## src/rtl/rr_decode_arbiter_pkg.sv

```systemverilog
// Shared types and constants for the round-robin decode arbiter.
package rr_arb_pkg;

  localparam int NREQ_DEF  = 16;
  localparam int IDX_W_DEF = 4;

  typedef enum logic {
    IDLE = 1'b0,
    BUSY = 1'b1
  } state_e;

  // Deasserted select pattern: every active-low line high.
  localparam logic [NREQ_DEF-1:0] GNT_IDLE = '1;

endpackage

```

## src/rtl/rr_decode_arbiter_prio_pick.sv

```systemverilog
// Rotating priority encoder: first set request searching upward from
// last+1, wrapping modulo NREQ (NREQ is a power of two, so index
// arithmetic wraps for free).
module rr_prio_pick #(
  parameter int NREQ  = 16,
  parameter int IDX_W = 4
) (
  input  logic [NREQ-1:0]  req_i,
  input  logic [IDX_W-1:0] last_i,
  output logic [IDX_W-1:0] pick_o,
  output logic             any_o
);

  logic [IDX_W-1:0] cand;

  // Walk from lowest to highest priority so the final hit wins.
  always_comb begin
    pick_o = '0;
    any_o  = 1'b0;
    cand   = '0;
    for (int i = NREQ; i >= 1; i--) begin
      cand = last_i + IDX_W'(i);
      if (req_i[cand]) begin
        pick_o = cand;
        any_o  = 1'b1;
      end
    end
  end

endmodule

```

## src/rtl/rr_decode_arbiter.sv

```systemverilog
// Round-robin arbiter with an active-low one-hot grant for driving
// chip-select lines. Optional forced release after MAX_HOLD busy cycles
// is enabled by defining RR_DECODE_ARBITER_TIMEOUT_EN.
//
// state | meaning
// IDLE  | no grant held; arbitrates when en=1 and any req is set
// BUSY  | grant held for gnt_idx until its req drops (or hold limit)
module rr_decode_arbiter
  import rr_arb_pkg::*;
#(
  parameter int NREQ     = NREQ_DEF,
  parameter int IDX_W    = IDX_W_DEF,
  parameter int MAX_HOLD = 255
) (
  input  logic             clk,
  input  logic             rst_n,
  input  logic             en,
  input  logic [NREQ-1:0]  req,
  output logic [NREQ-1:0]  gnt_n,
  output logic             gnt_vld,
  output logic [IDX_W-1:0] gnt_idx,
  output logic             timeout
);

  state_e           state_q;
  logic [IDX_W-1:0] last_q;
  logic [IDX_W-1:0] gnt_idx_q;
  logic [NREQ-1:0]  gnt_n_q;
  logic [NREQ-1:0]  gnt_n_d;
  logic             gnt_vld_q;
  logic [IDX_W-1:0] pick;
  logic             any;
  logic             owner_req;
  logic             hold_expire;

`ifdef RR_DECODE_ARBITER_TIMEOUT_EN
  localparam int HOLD_W = $clog2(MAX_HOLD + 1);
  logic [HOLD_W-1:0] hold_cnt_q;
  logic              timeout_q;
  assign hold_expire = (hold_cnt_q == HOLD_W'(MAX_HOLD - 1));
  assign timeout     = timeout_q;
`else
  assign hold_expire = 1'b0;
  assign timeout     = 1'b0;
`endif

  rr_prio_pick #(
    .NREQ  (NREQ),
    .IDX_W (IDX_W)
  ) u_pick (
    .req_i  (req),
    .last_i (last_q),
    .pick_o (pick),
    .any_o  (any)
  );

  assign owner_req = req[gnt_idx_q];

  // Decode the winning index into the active-low one-hot select.
  always_comb begin
    gnt_n_d       = GNT_IDLE[NREQ-1:0];
    gnt_n_d[pick] = 1'b0;
  end

  // Grant FSM, pointer and registered outputs.
  always_ff @(posedge clk or negedge rst_n) begin
    if (!rst_n) begin
      state_q    <= IDLE;
      last_q     <= IDX_W'(NREQ - 1);
      gnt_idx_q  <= '0;
      gnt_n_q    <= GNT_IDLE[NREQ-1:0];
      gnt_vld_q  <= 1'b0;
`ifdef RR_DECODE_ARBITER_TIMEOUT_EN
      hold_cnt_q <= '0;
      timeout_q  <= 1'b0;
`endif
    end else begin
`ifdef RR_DECODE_ARBITER_TIMEOUT_EN
      timeout_q <= 1'b0;
`endif
      case (state_q)
        IDLE: begin
          if (en && any) begin
            state_q    <= BUSY;
            gnt_idx_q  <= pick;
            last_q     <= pick;
            gnt_n_q    <= gnt_n_d;
            gnt_vld_q  <= 1'b1;
`ifdef RR_DECODE_ARBITER_TIMEOUT_EN
            hold_cnt_q <= '0;
`endif
          end
        end
        BUSY: begin
          // A normal release wins over the hold limit on the same edge.
          if (!owner_req) begin
            state_q   <= IDLE;
            gnt_n_q   <= GNT_IDLE[NREQ-1:0];
            gnt_vld_q <= 1'b0;
          end else if (hold_expire) begin
            state_q   <= IDLE;
            gnt_n_q   <= GNT_IDLE[NREQ-1:0];
            gnt_vld_q <= 1'b0;
`ifdef RR_DECODE_ARBITER_TIMEOUT_EN
            timeout_q <= 1'b1;
`endif
          end else begin
`ifdef RR_DECODE_ARBITER_TIMEOUT_EN
            hold_cnt_q <= hold_cnt_q + 1'b1;
`endif
          end
        end
        default: begin
          state_q   <= IDLE;
          gnt_n_q   <= GNT_IDLE[NREQ-1:0];
          gnt_vld_q <= 1'b0;
        end
      endcase
    end
  end

  assign gnt_n   = gnt_n_q;
  assign gnt_vld = gnt_vld_q;
  assign gnt_idx = gnt_idx_q;

endmodule

```

## config.mk

```make
export PLATFORM = sky130hd
export DESIGN_NAME = rr_decode_arbiter
export DESIGN_NICKNAME = d
export VERILOG_FILES = /design/src/rtl/rr_decode_arbiter_pkg.sv /design/src/rtl/rr_decode_arbiter_prio_pick.sv /design/src/rtl/rr_decode_arbiter.sv
export SDC_FILE = /design/constraint.sdc
export NUM_CORES = 1
export LEC_CHECK = 0
export CAP_MARGIN = 10
export CELL_PAD_IN_SITES_DETAIL_PLACEMENT = 0
export CELL_PAD_IN_SITES_GLOBAL_PLACEMENT = 1
export CORE_UTILIZATION = 48
export CTS_CLUSTER_DIAMETER = 120
export CTS_CLUSTER_SIZE = 14
export DETAILED_ROUTE_END_ITERATION = 12
export HOLD_SLACK_MARGIN = 0.02
export PLACE_DENSITY_LB_ADDON = 0.1
export SETUP_SLACK_MARGIN = 0.05
export SYNTH_ARGS = -nofsm -noshare
export SYNTH_HDL_FRONTEND = slang
export SYNTH_SLANG_ARGS = --single-unit
```

## constraint.sdc

```tcl
create_clock -name clk -period 11.3 [get_ports clk]
set_input_delay 2.825 -clock clk [delete_from_list [all_inputs] [get_ports clk]]
set_output_delay 2.825 -clock clk [all_outputs]
set_load 0.1 [all_outputs]
```

# After elaboration in Yosys (flattened, before gate mapping)
# Index checks and enable logic that the tools add are counted.
classes:
  n_addsub: 15
  order_cmp: 19
  n_eq_ne: 2
  n_mux: 77
  bitwise: 2
  reduce_logical: 4
ops:
  columns: ["cell", "count"]
  rows:
  - ["$lt 4x5->1 const B", 18]
  - ["$bmux 1 s4", 17]
  - ["$mux 4", 16]
  - ["$mux 1", 38]
  - ["$add 4x4->4 const B", 8]
  - ["$mux 16", 2]
  - ["$pmux 16 s2", 1]
  - ["$add 4x3->4 const B", 4]
  - ["$not 16->16", 1]
  - ["$add 4x2->4 const B", 2]
  - ["$add 4x1->4 const B", 1]
  - ["$demux 1 s4", 1]
  - ["$ge 4x1->1 const B", 1]
  - ["$ne 2x2->1 const B", 2]
  - ["$pmux 1 s2", 2]
  - ["$reduce_and 2->1", 2]
  - ["$logic_and 1x1->1", 2]
  - ["$not 1->1", 1]
word_totals:
  regBits: 26
  output_inout_bits: 22
  elab_cells: 124

# Longest topological paths before layout
# Gate-level depths: netlist of the first run.
logic_depth:
  depth_word: 25
  depth_mapped: 17
  ltp_nobuf: 11

# By module
# A second synthesis of the first run with hierarchy kept.
hier_totals:
  cells_unflattened: 355
  hier_area_um2: 3303.2
by_module_without_submodules:
  columns: ["mod", "n_inst", "cells_per_inst", "area_each_um2"]
  rows:
  - ["rr_prio_pick", 1, 237, 1945.6]
  - ["rr_decode_arbiter", 1, 118, 1357.6]

# Worst setup path before layout of the first run
# No wires, ideal clock.
synth_timing:
  path_type: "input to register"
  start: "input req[10]"
  end: "register gnt_n_q[12] (netlist: gnt_n[12])"
  arrival_time_ns: 5.080
  t_required_ns: 11.218
  setup_slack_ns: 6.138
  path_stages: 8
  path_buffers: 0
  cell_sequence: "mux4_2 > mux4_2 > a2111oi_4 > o2111a_1 > o211ai_2 > a211o_1 > nor2_2 > a21oi_1"
synth_via:
  elab_chain_cells: 25
synth_lines:
  columns: ["element", "line_no", "text"]
  rows:
  - ["from (decl)", "rr_decode_arbiter.sv:18", "input logic [NREQ-1:0] req,"]
  - ["$bmux 1 s4", "rr_decode_arbiter_prio_pick.sv:23", "if (req_i[cand]) begin"]
  - ["$mux 1 (implied by the code)", "rr_decode_arbiter_prio_pick.sv:23", null]
  - ["$mux 4 (16 in a row)", "rr_decode_arbiter_prio_pick.sv:23", null]
  - ["$lt 4x5->1 (implied by the code) or $ge 4x1->1 (tied branches)", "rr_decode_arbiter.sv:62", "gnt_n_d[pick] = 1'b0;"]
  - ["$logic_and 1x1->1 (implied by the code)", "rr_decode_arbiter.sv:62", null]
  - ["$mux 1 (implied by the code)", "rr_decode_arbiter.sv:62", null]
  - ["$demux 1 s4", "rr_decode_arbiter.sv:62", null]
  - ["$not 16->16 (no line)", null, null]
  - ["$mux 16", "rr_decode_arbiter.sv:83", "if (en && any) begin"]
  - ["$pmux 16 s2", "rr_decode_arbiter.sv:81", "case (state_q)"]
  - ["to (signal assigned)", "rr_decode_arbiter.sv:71", "gnt_n_q <= GNT_IDLE[NREQ-1:0];"]
  - ["to (signal assigned)", "rr_decode_arbiter.sv:87", "gnt_n_q <= gnt_n_d;"]
  - ["to (signal assigned)", "rr_decode_arbiter.sv:98", "gnt_n_q <= GNT_IDLE[NREQ-1:0];"]
  - ["to (decl)", "rr_decode_arbiter.sv:28", "logic [NREQ-1:0] gnt_n_q;"]
# Several ways; a longest one is shown, not always the timed one. The select of a mux whose other input is x is not followed.
# A chain may end at the register's enable or synchronous reset.

# Worst setup path in the final report of the first run
layout_timing:
  start: "input req[14]"
  end: "register gnt_n_q[2] (netlist: gnt_n[2])"
# The elaborated chain is that of the path after synthesis.

==> metrics.csv, run 1 <==
metric,value,unit
status,"finished, final reports clean",
cts_root_buf,clkbuf_8,
cts.clk_slew.worst_paths,80,ps
antenna_found_initial,0,
cts_resized,0,
hold_buffers,0,
place_congestion,0.979,
clock_latency,280,ps
nNetsFinal,412,
maxSlewViolCount,0,
grt_overflow,0,
synth_seq_cells,26,
grtUsageMet2,44.8,%
grt_use_met3,3.60,%
drt_iter0_drc,240,
synth_seq_area_share,19.3,%
fin_crit_sh,57.2,%
final_area,3950,µm²
synthesis.area,3500,µm²
timing.slew.headroom,34.6,%
hold_viol_final,0,
path_max_fanout,16,
maxCapViolCount,0,
path_class,in2reg,
max_slew.worst_pin.slew,978,ps
grt_pass1_wl,16600,µm
syn_to_final_growth,13.1,%
hpwlAfterDp,7750,µm
cts_tree,built,
clock.fmax,155,MHz
numCtsBuffers,3,
coreArea,6910,µm²
holdWs,507,ps
min_period,6460,ps
rsz0062_at_grt,no,
drtAntennaViolNets,0,
final_cell_mix,"clkdlybuf4s50_1, nor2_1, mux4_2",
hp-class,reg2reg,
synth_ff_type,dfstp_2,
drt-total-wl,10300,µm
drive_gt1_share,23.6,%
drc_errors,0,
clk_path_buf_depth,2,
critPathLaunchType,primary input,
vias,3211,
cts_sinks,26,
drtPass1Iterations,4,
syn_nets,387,
layout_commonest_cell,clkdlybuf4s50_1,
ys_types,69,
antenna_cells,0,
drt-wirelength-per-cell,21.4,µm
vias_per_cell,6.68,
use_met1,40.0,%
syn_avg_cell_area,9.68,µm²
io_pins,41,
h-tree-depth,1,
cp-end-kind,flip-flop,
dieWidth,87.3,µm
cp.arrival,6670,ps
grt_usage,28.4,%
cp_data_required_time,11510,ps
place_area,3900,µm²
top_usage_layer,met2,
post_cts_buffers,0,
rows,30,
fin_tns_setup,0,ps
die_area,7630,µm²
initial_utilization,50.6,%
synth_edf_count,0,
setup_viol,0,
grt_pass1_vias,3178,
fillerInstances,645,
yosys_warnings,0,
die_y,87.3,µm
skew,6.55,ps
grt_max_degree,27,
port_buffers,39,
async_reset_ff_share,100,%
synthCells,361,
==> sequential cells by signal, indices dropped and copies added, names as in the netlist <==
| name | count |
|---|---|
| gnt_vld | 1 |
| gnt_idx | 4 |
| last_q | 4 |
| state_q | 1 |
| gnt_n | 16 |
==> Yosys cell counts (all sizes together), types with 3 or more instances <==
cell type / count / area, µm²
inv: 9 / 33.8
o21ai: 12 / 60.1
mux2i: 32 / 324
dfrtp: 6 / 150
nor3: 5 / 30.0
o22ai: 7 / 43.8
nand2: 31 / 116
o22a: 8 / 70.1
a31oi: 6 / 37.5
nor2: 39 / 149
nand3b: 3 / 35.0
a22oi: 4 / 30.0
a21oi: 23 / 130
nand3: 8 / 40.0
mux4: 32 / 721
clkbuf: 4 / 15.0
a21o: 3 / 22.5
buf: 17 / 108
dfstp: 20 / 526
nand2b: 7 / 43.8
nor2b: 4 / 25.0
xor2: 3 / 26.3
a221oi: 3 / 32.5
or3: 3 / 18.8
ha: 7 / 87.6
and2: 3 / 18.8
a211oi: 5 / 37.5
mux2: 18 / 203
xnor2: 8 / 77.6
==> cell families after synthesis <==
| family | after synthesis | synth area share (%) |
|---|---|---|
| buf+inv | 30 | 4.47 |
| mux | 82 | 35.7 |
| xor+xnor | 11 | 2.97 |
| fa+ha+maj | 7 | 2.51 |
| flops | 26 | 19.3 |
| compound gates | 90 | 19.0 |
| simple gates | 114 | 16.0 |
| other cells | 1 | 0.107 |
==> through the flow <==
step	setup slack (ps)	utilization (%)	std cells
2_1_floorplan	6140	-	361
3_3_place_gp	4670	56.4	477
3_5_place_dp	4590	56.4	477
4_1_cts	4910	57.2	481
5_1_grt	4620	57.2	481
6_report	4840	57.2	481
==> per-layer routing <==
metal	part of all wire [%]	wire length, µm	up-vias
li1	-	-	1448
met1	43	4400	1588
met4	1.8	182	0
met2	47	4870	160
met5	0	0	-
met3	8.1	836	15
==> worst max-delay path: stages <==
cell,delay (ps)
clkdlybuf4s50_1,530
mux4_2,580
mux2_2,340
mux2i_1,690
nor4b_1,330
nand4_1,190
nand3b_1,400
nand2_1,440
o22a_1,340
==> final timing paths <==
kind                                       start                     to  slack (ps)  cells after the start
min in group asynchronous                  rst_n      state_q$_DFF_PN0_        2910                      2
hold / removal               gnt_vld$_DFFE_PN0P_    gnt_vld$_DFFE_PN0P_         510                      2
setup reg to reg           last_q[1]$_DFFE_PN1P_   gnt_n[2]$_DFFE_PN1P_        5790                     10
setup / recovery                         req[14]   gnt_n[2]$_DFFE_PN1P_        4840                      9
max in group asynchronous                  rst_n  last_q[3]$_DFFE_PN1P_        8100                      2
hold reg to reg              gnt_vld$_DFFE_PN0P_    gnt_vld$_DFFE_PN0P_         510                      2
==> area by class of cell <==
cell class | instances | area, µm² | share of cell area (%)
tap | 96 | 120 | 3.04
inverter | 9 | 33.8 | 0.854
clock buffer | 4 | 55.1 | 1.39
sequential | 26 | 676 | 17.1
multi-input combinational | 305 | 2660 | 67.4
timing repair buffer | 41 | 405 | 10.3
Power of run 1 is left out: the tool's default activity adds up to more than one toggle a clock period on the data nets, which glitch-free logic cannot reach.
==> inputs of run 2 (changes only) <==
--- a/config.mk
+++ b/config.mk
@@ -8,7 +8,7 @@
 export CAP_MARGIN = 10
 export CELL_PAD_IN_SITES_DETAIL_PLACEMENT = 0
 export CELL_PAD_IN_SITES_GLOBAL_PLACEMENT = 1
-export CORE_UTILIZATION = 48
+export CORE_UTILIZATION = 40
 export CTS_CLUSTER_DIAMETER = 120
 export CTS_CLUSTER_SIZE = 14
 export DETAILED_ROUTE_END_ITERATION = 12
==> constraint.sdc (replaced) <==
create_clock -name clk -period 5.91 [get_ports clk]
set_input_delay 1.4775 -clock clk [delete_from_list [all_inputs] [get_ports clk]]
set_output_delay 1.4775 -clock clk [all_outputs]
set_load 0.1 [all_outputs]
==> run 2 against run 1 <==
Compared with the run above: clock skew hardly changed; global-route usage is 4.6 points lower; sequential share of layout area is 0.21 points lower; first-iteration DRC count is 5.4% lower; design area is 1.2% higher; critical path type unchanged; critical endpoint is now gnt_n[3]$_DFFE_PN1P_.
==> metrics.csv, run 2 (synthesis gave the netlist of run 1 again) <==
metric,value,unit,change
hold_viol_final,0,,unchanged
nNetsFinal,417,,+1.2%
drc_errors,0,,unchanged
wl_met2,4870,µm,unchanged
antenna_cells,0,,unchanged
die_area,9120,µm²,+20%
maxCapViolCount,0,,unchanged
hpwlAfterDp,7800,µm,+0.61%
antenna_found_initial,0,,unchanged
place_congestion,0.939,,-4.1%
coreArea,8340,µm²,+21%
worst-r2r-cell-count,11,,+1
skew,6.36,ps,-0.187 ps
wl_met1,4650,µm,+5.8%
hold_buffers,0,,unchanged
drt_iter0_drc,227,,-5.4%
syn_to_final_growth,14.5,%,
status,"finished, final reports clean",,
cts_sinks,26,,unchanged
min_period,4890,ps,
wl_met3,658,µm,-21%
vias,3157,,-1.7%
post_cts_buffers,0,,unchanged
cp-end-kind,flip-flop,,
min_path_cells,2,,unchanged
path_max_fanout,16,,unchanged
cp.arrival,5100,ps,-1570 ps
min_from,gnt_vld$_DFFE_PN0P_,,
drt-total-wl,10300,µm,+0.25%
rows,33,,+10%
final_cell_mix,"clkdlybuf4s50_1, nor2_1, mux4_2",,
max_slew.worst_pin.slew,978,ps,-0.649 ps
h-tree-depth,1,,unchanged
grt_pass1_vias,3089,,-2.8%
clock.fmax,204,MHz,
grt_usage,23.8,%,-4.6 points
largest_reg_flops,16,,unchanged
clk_path_buf_depth,2,,unchanged
r2r-end,gnt_n[10]$_DFFE_PN1P_,,
fillerInstances,803,,+24%
critPathLaunchType,primary input,,
fin_tns_setup,0,ps,unchanged
drt-wirelength-per-cell,20.8,µm,-2.6%
port_buffers,39,,unchanged
dr.max_layer_used,met4,,
grt_max_degree,27,,unchanged
grt_overflow,0,,unchanged
die_y,95.5,µm,+9.3%
r2r_start,last_q[2]$_DFFE_PN1P_,,
numCtsBuffers,3,,unchanged
cts_resized,0,,unchanged
vias_per_cell,6.38,,-4.5%
grt_pass1_wl,16600,µm,+0.17%
layout_commonest_cell,clkdlybuf4s50_1,,
setup_viol,0,,unchanged
cp_data_required_time,6120,ps,-5390 ps
drive_gt1_share,24.6,%,+0.98 points
clock_latency,270,ps,about the same
path_class,in2reg,,
cts.clk_slew.worst_paths,90,ps,about the same
initial_utilization,41.9,%,-8.7 points
hold_end,gnt_vld$_DFFE_PN0P_,,
io_pins,41,,unchanged
cts_root_buf,clkbuf_8,,
maxSlewViolCount,0,,unchanged
cts_tree,built,,
holdWs,496,ps,-10.6 ps
r2r_setup_slack,1160,ps,-4630 ps
rsz0062_at_grt,no,,
drtAntennaViolNets,0,,unchanged
fin_crit_sh,82.7,%,
dieWidth,95.5,µm,+9.3%
drtPass1Iterations,5,,+1
hp-class,reg2reg,,
timing.slew.headroom,34.4,%,-0.22 points
-- run 2: cell types whose count changed in the layout (fill, tap and decap cells not counted), sizes merged --
cell / change
buf: +5
-- run 2: worst max-delay path by stage --
stage	start	endpoint	slack, ps
after floorplan	last_q[1]$_DFFE_PN1P_	gnt_n[12]$_DFFE_PN1P_	1800
after CTS	req[12]	gnt_n[3]$_DFFE_PN1P_	1060
after detailed placement	req[10]	gnt_n[3]$_DFFE_PN1P_	780
final	req[12]	gnt_n[3]$_DFFE_PN1P_	1020
after global routing	req[12]	gnt_n[10]$_DFFE_PN1P_	730
after global placement	req[10]	gnt_n[7]$_DFFE_PN1P_	870
-- run 2: routing by layer --
layer  vias to the layer above  global-route usage [%]
met2                       129                    38.8
met4                         0                    4.85
met1                      1549                    33.5
met3                        17                    3.59
met5                         -                       0
li1                       1462                       -
-- run 2: metrics by stage --
step                cell area, µm²  std cells  util (%)  setup WS [ps]
floorplan                     3500        361         -           1800
global placement              3950        491      47.3            870
detailed placement            3950        491      47.3            776
CTS                           4000        495      48.0           1060
global route                  4000        495      48.0            728
finish                        4000        495      48.0           1020
-- run 2: final cells by class --
cell class	count	area [µm²]	area share (%)
well taps	105	131	3.28
clock buffers	4	55.1	1.38
repair buffers	46	443	11.1
flip-flops and latches	26	676	16.9
multi-input cells	305	2660	66.6
inverters	9	33.8	0.844
-- run 2: worst max-delay path, cell delays in order --
cell	delay [ps]
clkdlybuf4s50_1	510
mux4_2	600
mux2i_1	380
mux2i_1	340
nor3_1	400
nand4_1	220
nand3b_1	390
nand2_1	430
o22a_1	340
Power of run 2 is left out for the same reason.
==> inputs of run 3 (changes only) <==
==> constraint.sdc (replaced) <==
create_clock -name clk -period 4.2 [get_ports clk]
set_input_delay 1.05 -clock clk [delete_from_list [all_inputs] [get_ports clk]]
set_output_delay 1.05 -clock clk [all_outputs]
set_load 0.1 [all_outputs]
==> run 3 against run 2 <==
Compared with the run above: sequential share of layout area fell by 1.3 points; clock skew barely moved; worst setup slack worse by 800 ps; final cell count is 8.3% higher; largest cell class unchanged; non-clock buffer count is 41 higher; global-route usage rose by 1.4 points; register-to-register slack worse by 820 ps; utilization rose by 4.1 points; critical path type unchanged; critical path depth up 2; design area increased by 8.4%.
==> metrics.csv, run 3 (synthesis gave the netlist of run 1 again) <==
metric,value,unit,change
status,"finished, final reports clean",,
cp.arrival,4190,ps,-910 ps
die_area,9120,µm²,unchanged
cts_sinks,26,,unchanged
largest_reg_flops,16,,unchanged
layout_commonest_cell,buf_4,,
clock.fmax,251,MHz,
rows,33,,unchanged
vias,3291,,+4.2%
place_area,4270,µm²,+8.1%
antenna_found_initial,0,,unchanged
numCtsBuffers,3,,unchanged
drt-total-wl,10700,µm,+3.9%
initial_utilization,41.9,%,unchanged
die_y,95.5,µm,unchanged
clock_latency,270,ps,about the same
place_congestion,0.900,,-4.1%
maxSlewViolCount,0,,unchanged
drtAntennaViolNets,0,,unchanged
grt_usage,25.2,%,+1.4 points
drc_errors,0,,unchanged
final_area,4340,µm²,+8.4%
max_slew.worst_pin.slew,977,ps,-0.249 ps
drt-wirelength-per-cell,20.0,µm,-4.1%
r2r-end,gnt_n[7]$_DFFE_PN1P_,,
grt_pass1_vias,3210,,+3.9%
drive_gt1_share,32.0,%,+7.4 points
min_path_cells,2,,unchanged
cts.clk_slew.worst_paths,100,ps,about the same
h-tree-depth,1,,unchanged
setup_viol,0,,unchanged
min_period,3980,ps,
port_buffers,39,,unchanged
skew,6.34,ps,-0.0222 ps
grt_pass1_wl,17500,µm,+5.6%
final_cell_mix,"buf_4, clkdlybuf4s50_1, nor2_1",,
antenna_cells,0,,unchanged
multi_input_area,2670,µm²,+0.24%
clk_path_buf_depth,2,,unchanged
r2r_setup_slack,340,ps,-820 ps
maxCapViolCount,0,,unchanged
worst-r2r-cell-count,12,,+1
drt_iter0_drc,203,,-11%
hp-class,reg2reg,,
hold_viol_final,0,,unchanged
drtPass1Iterations,5,,unchanged
grt_max_degree,27,,unchanged
timing.slew.headroom,34.6,%,+0.28 points
hpwlAfterDp,8260,µm,+5.9%
cp-end-kind,flip-flop,,
cts_root_buf,clkbuf_8,,
path_class,in2reg,,
dieWidth,95.5,µm,unchanged
coreArea,8340,µm²,unchanged
regArea,676,µm²,unchanged
path_max_fanout,7,,-9
grt_overflow,0,,unchanged
cts_tree,built,,
min_from,gnt_vld$_DFFE_PN0P_,,
cp_data_required_time,4410,ps,-1710 ps
nNetsFinal,458,,+9.8%
final_core_util,52.0,%,+4.1 points
syn_to_final_growth,24.2,%,
fillerInstances,760,,-5.4%
vias_per_cell,6.14,,-3.7%
r2r_start,last_q[1]$_DFFE_PN1P_,,
hold_end,gnt_vld$_DFFE_PN0P_,,
critPathLaunchType,primary input,,
io_pins,41,,unchanged
rsz0062_at_grt,no,,
fin_crit_sh,94.7,%,
[run 3: worst max-delay path by stage]
stage                     cells after the start                   from                    end
after detailed placement                      9                req[10]   gnt_n[7]$_DFFE_PN1P_
after global routing                         11                req[10]   gnt_n[7]$_DFFE_PN1P_
after global placement                       11                req[10]  gnt_n[15]$_DFFE_PN1P_
after floorplan                              14  last_q[1]$_DFFE_PN1P_  gnt_n[12]$_DFFE_PN1P_
after CTS                                    12                req[13]   gnt_n[7]$_DFFE_PN1P_
final                                        11                req[10]   gnt_n[7]$_DFFE_PN1P_
[run 3: critical path, cell delays in order]
cell and delay (ps):
clkdlybuf4s50_1 530, mux4_2 580, mux2i_1 240, mux2i_1 260, buf_4 220, or3_1 300
a31oi_1 180, a31oi_1 100, a21oi_4 260, nand3_1 230, o22a_1 250
[run 3: final cells by class]
cell class,count,area share (%)
Clock buffer,4,1.53
Inverter,9,0.778
Sequential cell,26,15.6
Timing Repair Buffer,87,17.6
Tap cell,105,3.03
Multi-Input combinational cell,305,61.5
[run 3: routing by layer]
| layer | vias up | wire length [µm] | part of all wire [%] | global-route usage [%] |
|---|---|---|---|---|
| li1 | 1539 | - | - | - |
| met1 | 1595 | 4960 | 46 | 37.8 |
| met2 | 141 | 4890 | 46 | 39.3 |
| met3 | 16 | 730 | 6.8 | 2.87 |
| met4 | 0 | 123 | 1.1 | 4.23 |
| met5 | - | 0 | 0 | 0 |
[run 3: metrics by stage]
| step | std cells | setup slack, ps | setup TNS, ps | hold slack [ps] |
|---|---|---|---|---|
| after floorplan | 361 | 88.2 | 0 | 476 |
| after global placement | 532 | 31.9 | 0 | 465 |
| after detailed placement | 532 | -37.6 | -65.2 | 475 |
| after CTS | 536 | 222 | 0 | 502 |
| after global routing | 536 | 78.9 | 0 | 522 |
| final | 536 | 221 | 0 | 492 |
[run 3: repair_timing]
item | CTS | global route
buffers inserted | 0 | 0
gates resized for setup | 0 | 1
hold buffers | 0 | 0
endpoints found under the setup margin | 0 | 2
Power of run 3 is left out for the same reason.
